==> src/rtl/filt_seq_ctrl.sv <==
// -----------------------------------------------------------------------------
// filt_seq_ctrl
//   Hardware initiator for the filters IP. Buffers XADC samples in a small
//   FIFO, issues one filter request per sample over filt_start/filt_done,
//   collects each result and presents it on a valid/ready output stream.
//   Filter selection 2'b11 bypasses the filters IP entirely.
//
// Ports
//   clk, rstn          : clock (rising edge), async active-low reset
//   en                 : sequencer enable (0 = finish current sample, then idle)
//   adc_data/adc_valid : incoming sample, one-cycle strobe
//   adc_overflow       : sticky, a sample was dropped because the FIFO was full
//   filt_sel_in        : requested filter (00 LPF, 01 HPF, 10 BPF, 11 bypass)
//   filt_start/filt_select/filt_input : request to the filters IP
//   filt_result/filt_done             : response from the filters IP (level)
//   m_data/m_valid/m_ready            : output result stream
//   busy               : FSM not idle or FIFO not empty
//   timeout_err        : sticky, filt_done never arrived for some request
//   sample_cnt         : number of delivered results (wraps)
//   state_dbg          : current FSM state encoding
//
// Output stream handshake: m_data is valid while m_valid=1 and is held stable
// until a cycle with m_valid=1 and m_ready=1; that cycle is the transfer.
// m_valid never drops without a transfer (except on reset).
// -----------------------------------------------------------------------------
module filt_seq_ctrl #(
    parameter int XADC_DATA_SIZE = 16,
    parameter int FIFO_AW        = 3,
    parameter int START_CYCLES   = 2,
    parameter int TIMEOUT_CYCLES = 1024
) (
    input  logic                      clk,
    input  logic                      rstn,
    input  logic                      en,
    input  logic [XADC_DATA_SIZE-1:0] adc_data,
    input  logic                      adc_valid,
    output logic                      adc_overflow,
    input  logic [1:0]                filt_sel_in,
    output logic                      filt_start,
    output logic [1:0]                filt_select,
    output logic [XADC_DATA_SIZE-1:0] filt_input,
    input  logic [XADC_DATA_SIZE-1:0] filt_result,
    input  logic                      filt_done,
    output logic [XADC_DATA_SIZE-1:0] m_data,
    output logic                      m_valid,
    input  logic                      m_ready,
    output logic                      busy,
    output logic                      timeout_err,
    output logic [31:0]               sample_cnt,
    output logic [2:0]                state_dbg
);

    localparam int CW = $clog2(TIMEOUT_CYCLES + START_CYCLES) + 1;
    localparam logic [CW-1:0] START_LAST   = CW'(START_CYCLES - 1);
    localparam logic [CW-1:0] TIMEOUT_LAST = CW'(TIMEOUT_CYCLES - 1);

    typedef enum logic [2:0] {
        S_IDLE      = 3'd0,
        S_LOAD      = 3'd1,
        S_START     = 3'd2,
        S_WAIT_DONE = 3'd3,
        S_WAIT_LOW  = 3'd4,
        S_OUT       = 3'd5
    } state_t;

    state_t state, state_nx;
    logic [CW-1:0] cnt;

    // ---------------- input FIFO ----------------
    // Pointers carry one extra wrap bit to tell full from empty.
    logic [XADC_DATA_SIZE-1:0] mem [2**FIFO_AW];
    logic [FIFO_AW:0]          wr_ptr, rd_ptr;
    logic                      fifo_empty, fifo_full, push, pop;
    logic [XADC_DATA_SIZE-1:0] head;

    assign fifo_empty = (wr_ptr == rd_ptr);
    assign fifo_full  = (wr_ptr[FIFO_AW] != rd_ptr[FIFO_AW]) &&
                        (wr_ptr[FIFO_AW-1:0] == rd_ptr[FIFO_AW-1:0]);
    // LOAD is only entered with a non-empty FIFO, so a pop is always legal.
    assign pop  = (state == S_LOAD);
    // A full FIFO still accepts a sample when the head leaves the same cycle.
    assign push = adc_valid && (!fifo_full || pop);
    assign head = mem[rd_ptr[FIFO_AW-1:0]];

    always_ff @(posedge clk) begin
        if (push) begin
            mem[wr_ptr[FIFO_AW-1:0]] <= adc_data;
        end
    end

    always_ff @(posedge clk or negedge rstn) begin
        if (!rstn) begin
            wr_ptr       <= '0;
            rd_ptr       <= '0;
            adc_overflow <= 1'b0;
        end else begin
            if (push) wr_ptr <= wr_ptr + 1'b1;
            if (pop)  rd_ptr <= rd_ptr + 1'b1;
            if (adc_valid && !push) adc_overflow <= 1'b1;
        end
    end

    // ---------------- sequencer FSM ----------------
    always_comb begin
        state_nx = state;
        case (state)
            S_IDLE: begin
                if (en && !fifo_empty) state_nx = S_LOAD;
            end
            S_LOAD: begin
                if (filt_sel_in == 2'b11) state_nx = S_OUT;
                else                      state_nx = S_START;
            end
            S_START: begin
                if (cnt == START_LAST) state_nx = S_WAIT_DONE;
            end
            S_WAIT_DONE: begin
                // A done arriving on the last allowed cycle still wins.
                if (filt_done)                 state_nx = S_WAIT_LOW;
                else if (cnt == TIMEOUT_LAST)  state_nx = S_IDLE;
            end
            S_WAIT_LOW: begin
                // Hold off the next request until the IP has dropped done.
                if (!filt_done) state_nx = S_OUT;
            end
            S_OUT: begin
                if (m_ready) begin
                    if (en && !fifo_empty) state_nx = S_LOAD;
                    else                   state_nx = S_IDLE;
                end
            end
            default: state_nx = S_IDLE;
        endcase
    end

    always_ff @(posedge clk or negedge rstn) begin
        if (!rstn) begin
            state       <= S_IDLE;
            cnt         <= '0;
            filt_start  <= 1'b0;
            filt_select <= 2'b00;
            filt_input  <= '0;
            m_data      <= '0;
            m_valid     <= 1'b0;
            timeout_err <= 1'b0;
            sample_cnt  <= '0;
        end else begin
            state <= state_nx;
            // Per-state cycle counter, zero on the first cycle of every state.
            cnt        <= (state_nx != state) ? '0 : cnt + 1'b1;
            filt_start <= (state_nx == S_START);
            m_valid    <= (state_nx == S_OUT);

            if (state == S_LOAD) begin
                filt_input <= head;
                if (filt_sel_in == 2'b11) begin
                    m_data <= head;
                end else begin
                    filt_select <= filt_sel_in;
                end
            end

            if (state == S_WAIT_DONE) begin
                if (filt_done) begin
                    m_data <= filt_result;
                end else if (cnt == TIMEOUT_LAST) begin
                    timeout_err <= 1'b1;
                end
            end

            if (state == S_OUT && m_ready) begin
                sample_cnt <= sample_cnt + 32'd1;
            end
        end
    end

    assign busy      = (state != S_IDLE) || !fifo_empty;
    assign state_dbg = state;

endmodule
==> config.mk <==
export PLATFORM = sky130hd
export DESIGN_NAME = filt_seq_ctrl
export DESIGN_NICKNAME = d
export VERILOG_FILES = /design/src/rtl/filt_seq_ctrl.sv
export SDC_FILE = /design/constraint.sdc
export NUM_CORES = 1
export LEC_CHECK = 0
export BUFFER_PORTS_ARGS = -buffer_cell sky130_fd_sc_hd__buf_2
export CAP_MARGIN = 10
export CORE_ASPECT_RATIO = 1.25
export CORE_MARGIN = 1.5
export CORE_UTILIZATION = 52
export DETAILED_ROUTE_END_ITERATION = 6
export HOLD_SLACK_MARGIN = 0.03
export PLACE_DENSITY = 0.75
export SLEW_MARGIN = 20
export SYNTH_ARGS = -nofsm -noshare
export SYNTH_HDL_FRONTEND = slang
export SYNTH_SLANG_ARGS = --single-unit
==> constraint.sdc <==
create_clock -name clk -period 8.6 [get_ports clk]
set_input_delay 0.86 -clock clk [delete_from_list [all_inputs] [get_ports clk]]
set_output_delay 0.86 -clock clk [all_outputs]
set_load 0.005 [all_outputs]
==> out/metrics.cfg <==
[run_status]
status = finished clean

[logic_synthesis]
yosysSeqAreaShare = 0.675
synth_area_leaders = edfxtp_1 42%, dfrtp_1 25%, mux4_2 6.4%
netlist_area_mm2 = 0.00915
synth_edf_count = 128
yosysTopAreaCell = edfxtp_1
ys_async_sr_fraction = 0.421
syn_inst = 590
avgSynthCellArea_um2 = 15.5
ys_ff_latch = 221
synth-main-ff-cell = edfxtp_1
syn_nets = 635
yosys_warnings = 0
yosys.area.top_type_share = 0.420
yosysUniqueCellTypes = 49

[routing]
detail_route.vias_per_cell = 5.56
vias = 5286
dr.pass1.iters = 4
wl_per_cell_um = 19.1
drc = 0
drt_wl_total_mm = 18.1
drt-initial-drc-count = 331
antenna_left = 0

[timing]
holdWs_ns = 0.261
finalClockSkew_ns = 0.0100
drv_slew = 0
setup_violations = 0
rsz0062_at_grt = false
timing.final.crit_period_ns = 3.47
hold_violations = 0
post-route-period-util = 0.404
worstMarginPinSlew_ns = 1.05
max_freq_mhz = 288
slew_headroom = 0.300
tns_ns = 0

[critical_path]
r2r_start = rd_ptr[2]$_DFFE_PN0P_
path_buf_inv = 1
path_class = reg -> out
reg2regPathDepth = 5
startpoint = rd_ptr[2]$_DFFE_PN0P_
crit_family = flip-flops
start_kind = register
critPathSlowestCell = dfrtp_1
max_stage_delay_ns = 1.03
critPathArrivalTime_ns = 2.61
crit_fanout = 19
crit_chain = xnor2_1 -> nand4_1 -> or4_1 -> buf_2
cp.depth = 4
crit_path_end_kind = output port
critical_path_required_ns = 7.74

[global_routing]
grt_antenna_before_repair = 0
grt-ovfl-total = 0
grt_max_degree = 67
grt_pass1_vias = 5312
grt_usage = 0.201
grt_pass1_wl_mm = 28.5

[finish]
layout_commonest_cell = edfxtp_1
synthToLayoutAreaGrowth_pct = 15.8
drive_above_1_share = 0.299
nNetsFinal = 754
final_cell_mix = 128 x edfxtp_1, 112 x buf_2, 92 x dfrtp_1
antenna_cells = 0

[floorplanning]
dieWidth_um = 122
die_y_um = 151
core-area_mm2 = 0.0174
dieArea_mm2 = 0.0184
io_pins = 114
rows = 54
start_util = 0.527

[clocking]
hold_buffers = 0
post_cts_buffers = 0
cts_root_buf = clkbuf_16
htree_num_levels = 1
cts_sinks = 221
clock_path_buffers = 3
cts_tree = done
insertion_delay_ns = 0.51
ctsResizeCount = 0
cts-buffers-inserted = 23
clk_pin_slew_ns = 0.06

[pwr]
peakVddDrop_v = 0.000175
power.leakage_nw = 4.29
p_per_area_mw_per_mm2 = 312
finalPower_mw = 3.31

[placed_design]
port-buffer-count = 113
dp_hpwl_mm = 12.2
globalplace.congestion = 0.791

[job]
cap_violations = 0

[hold_path]
min-delay-path-class = in -> async

==> metal layers <==
layer,global-route usage,up-vias,share of wire
met3,0.0441,21,0.059
met4,0.0629,0,0.017
li1,-,2440,-
met2,0.341,163,0.51
met5,0,-,0
met1,0.260,2662,0.42
==> cells by family after synthesis <==
kind of cell | after synthesis | synth area share
flip-flops | 221 | 0.675
multiplexers | 68 | 0.123
XOR/XNOR | 52 | 0.0498
AO/OA/AOI/OAI | 41 | 0.0272
buffers and inverters | 33 | 0.0217
adder cells (fa/ha/maj) | 5 | 0.00684
AND/OR/NAND/NOR | 170 | 0.0967
==> stage by stage <==
step,util,setup slack (ns),area [um2],instances
after floorplan,-,5.39,9150,590
after global placement,0.571,5.48,9910,908
after detailed placement,0.571,5.67,9920,908
after CTS,0.610,5.09,10600,950
after global routing,0.610,4.99,10600,950
final,0.610,5.13,10600,950
==> flip-flops by register name, summed over array words and instances, names as in the netlist <==
register / count
mem: 128
sample_cnt: 32
filt_input: 16
m_data: 16
cnt: 12
rd_ptr: 4
wr_ptr: 4
state_dbg: 3
filt_select: 2
adc_overflow: 1
filt_start: 1
m_valid: 1
timeout_err: 1
==> Yosys cell counts, types with 2 or more instances <==
| cell type | n |
|---|---|
| edfxtp_1 | 128 |
| dfrtp_1 | 93 |
| nand2_1 | 42 |
| nor2_1 | 37 |
| xnor2_1 | 33 |
| mux4_2 | 26 |
| nand3_1 | 20 |
| nor3_1 | 20 |
| xor2_1 | 19 |
| mux2_2 | 18 |
| mux2i_1 | 18 |
| a21oi_1 | 17 |
| o21ai_0 | 17 |
| nand4_1 | 12 |
| buf_2 | 9 |
| buf_6 | 6 |
| clkbuf_1 | 6 |
| mux4_1 | 6 |
| nand2b_1 | 6 |
| and3_1 | 5 |
| buf_4 | 5 |
| ha_1 | 5 |
| inv_1 | 5 |
| and2_1 | 4 |
| nor4_1 | 4 |
| and4_1 | 3 |
| a21o_1 | 2 |
| buf_1 | 2 |
| nor2b_1 | 2 |
==> worst reg2reg max path, delay by kind of cell (launching register included) <==
| kind | cells | cell delay [ns] |
|---|---|---|
| flip-flops | 1 | 1.03 |
| multiplexers | 1 | 0.86 |
| AND/OR/NAND/NOR | 2 | 0.38 |
| XOR/XNOR | 1 | 0.24 |
| AO/OA/AOI/OAI | 1 | 0.29 |
==> report_power, final <==
group	total (mW)	internal, mW	switching (mW)
registers	1.49	1.35	0.146
clock network	0.888	0.494	0.394
logic	0.926	0.430	0.496
==> area by class of cell <==
class,instances,area (um2)
clock buffers,27,591
multi-input cells,336,2810
clock inverters,15,82.6
fillers,1285,6770
flip-flops and latches,221,6170
inverters,5,18.8
repair buffers,122,636
well taps,224,280
==> worst paths after layout <==
kind	endpoint	slack, ns
max in group asynchronous	rd_ptr[0]$_DFFE_PN0P_	7.15
worst min-delay path	filt_input[15]$_DFFE_PN0P_	0.26
worst max-delay path	busy	5.13
worst min register to register	filt_input[6]$_DFFE_PN0P_	0.48
min in group clk	filt_input[6]$_DFFE_PN0P_	0.48
worst max register to register	cnt[6]$_DFF_PN0_	5.63
Note: power is estimated with default switching activity, not from simulation.
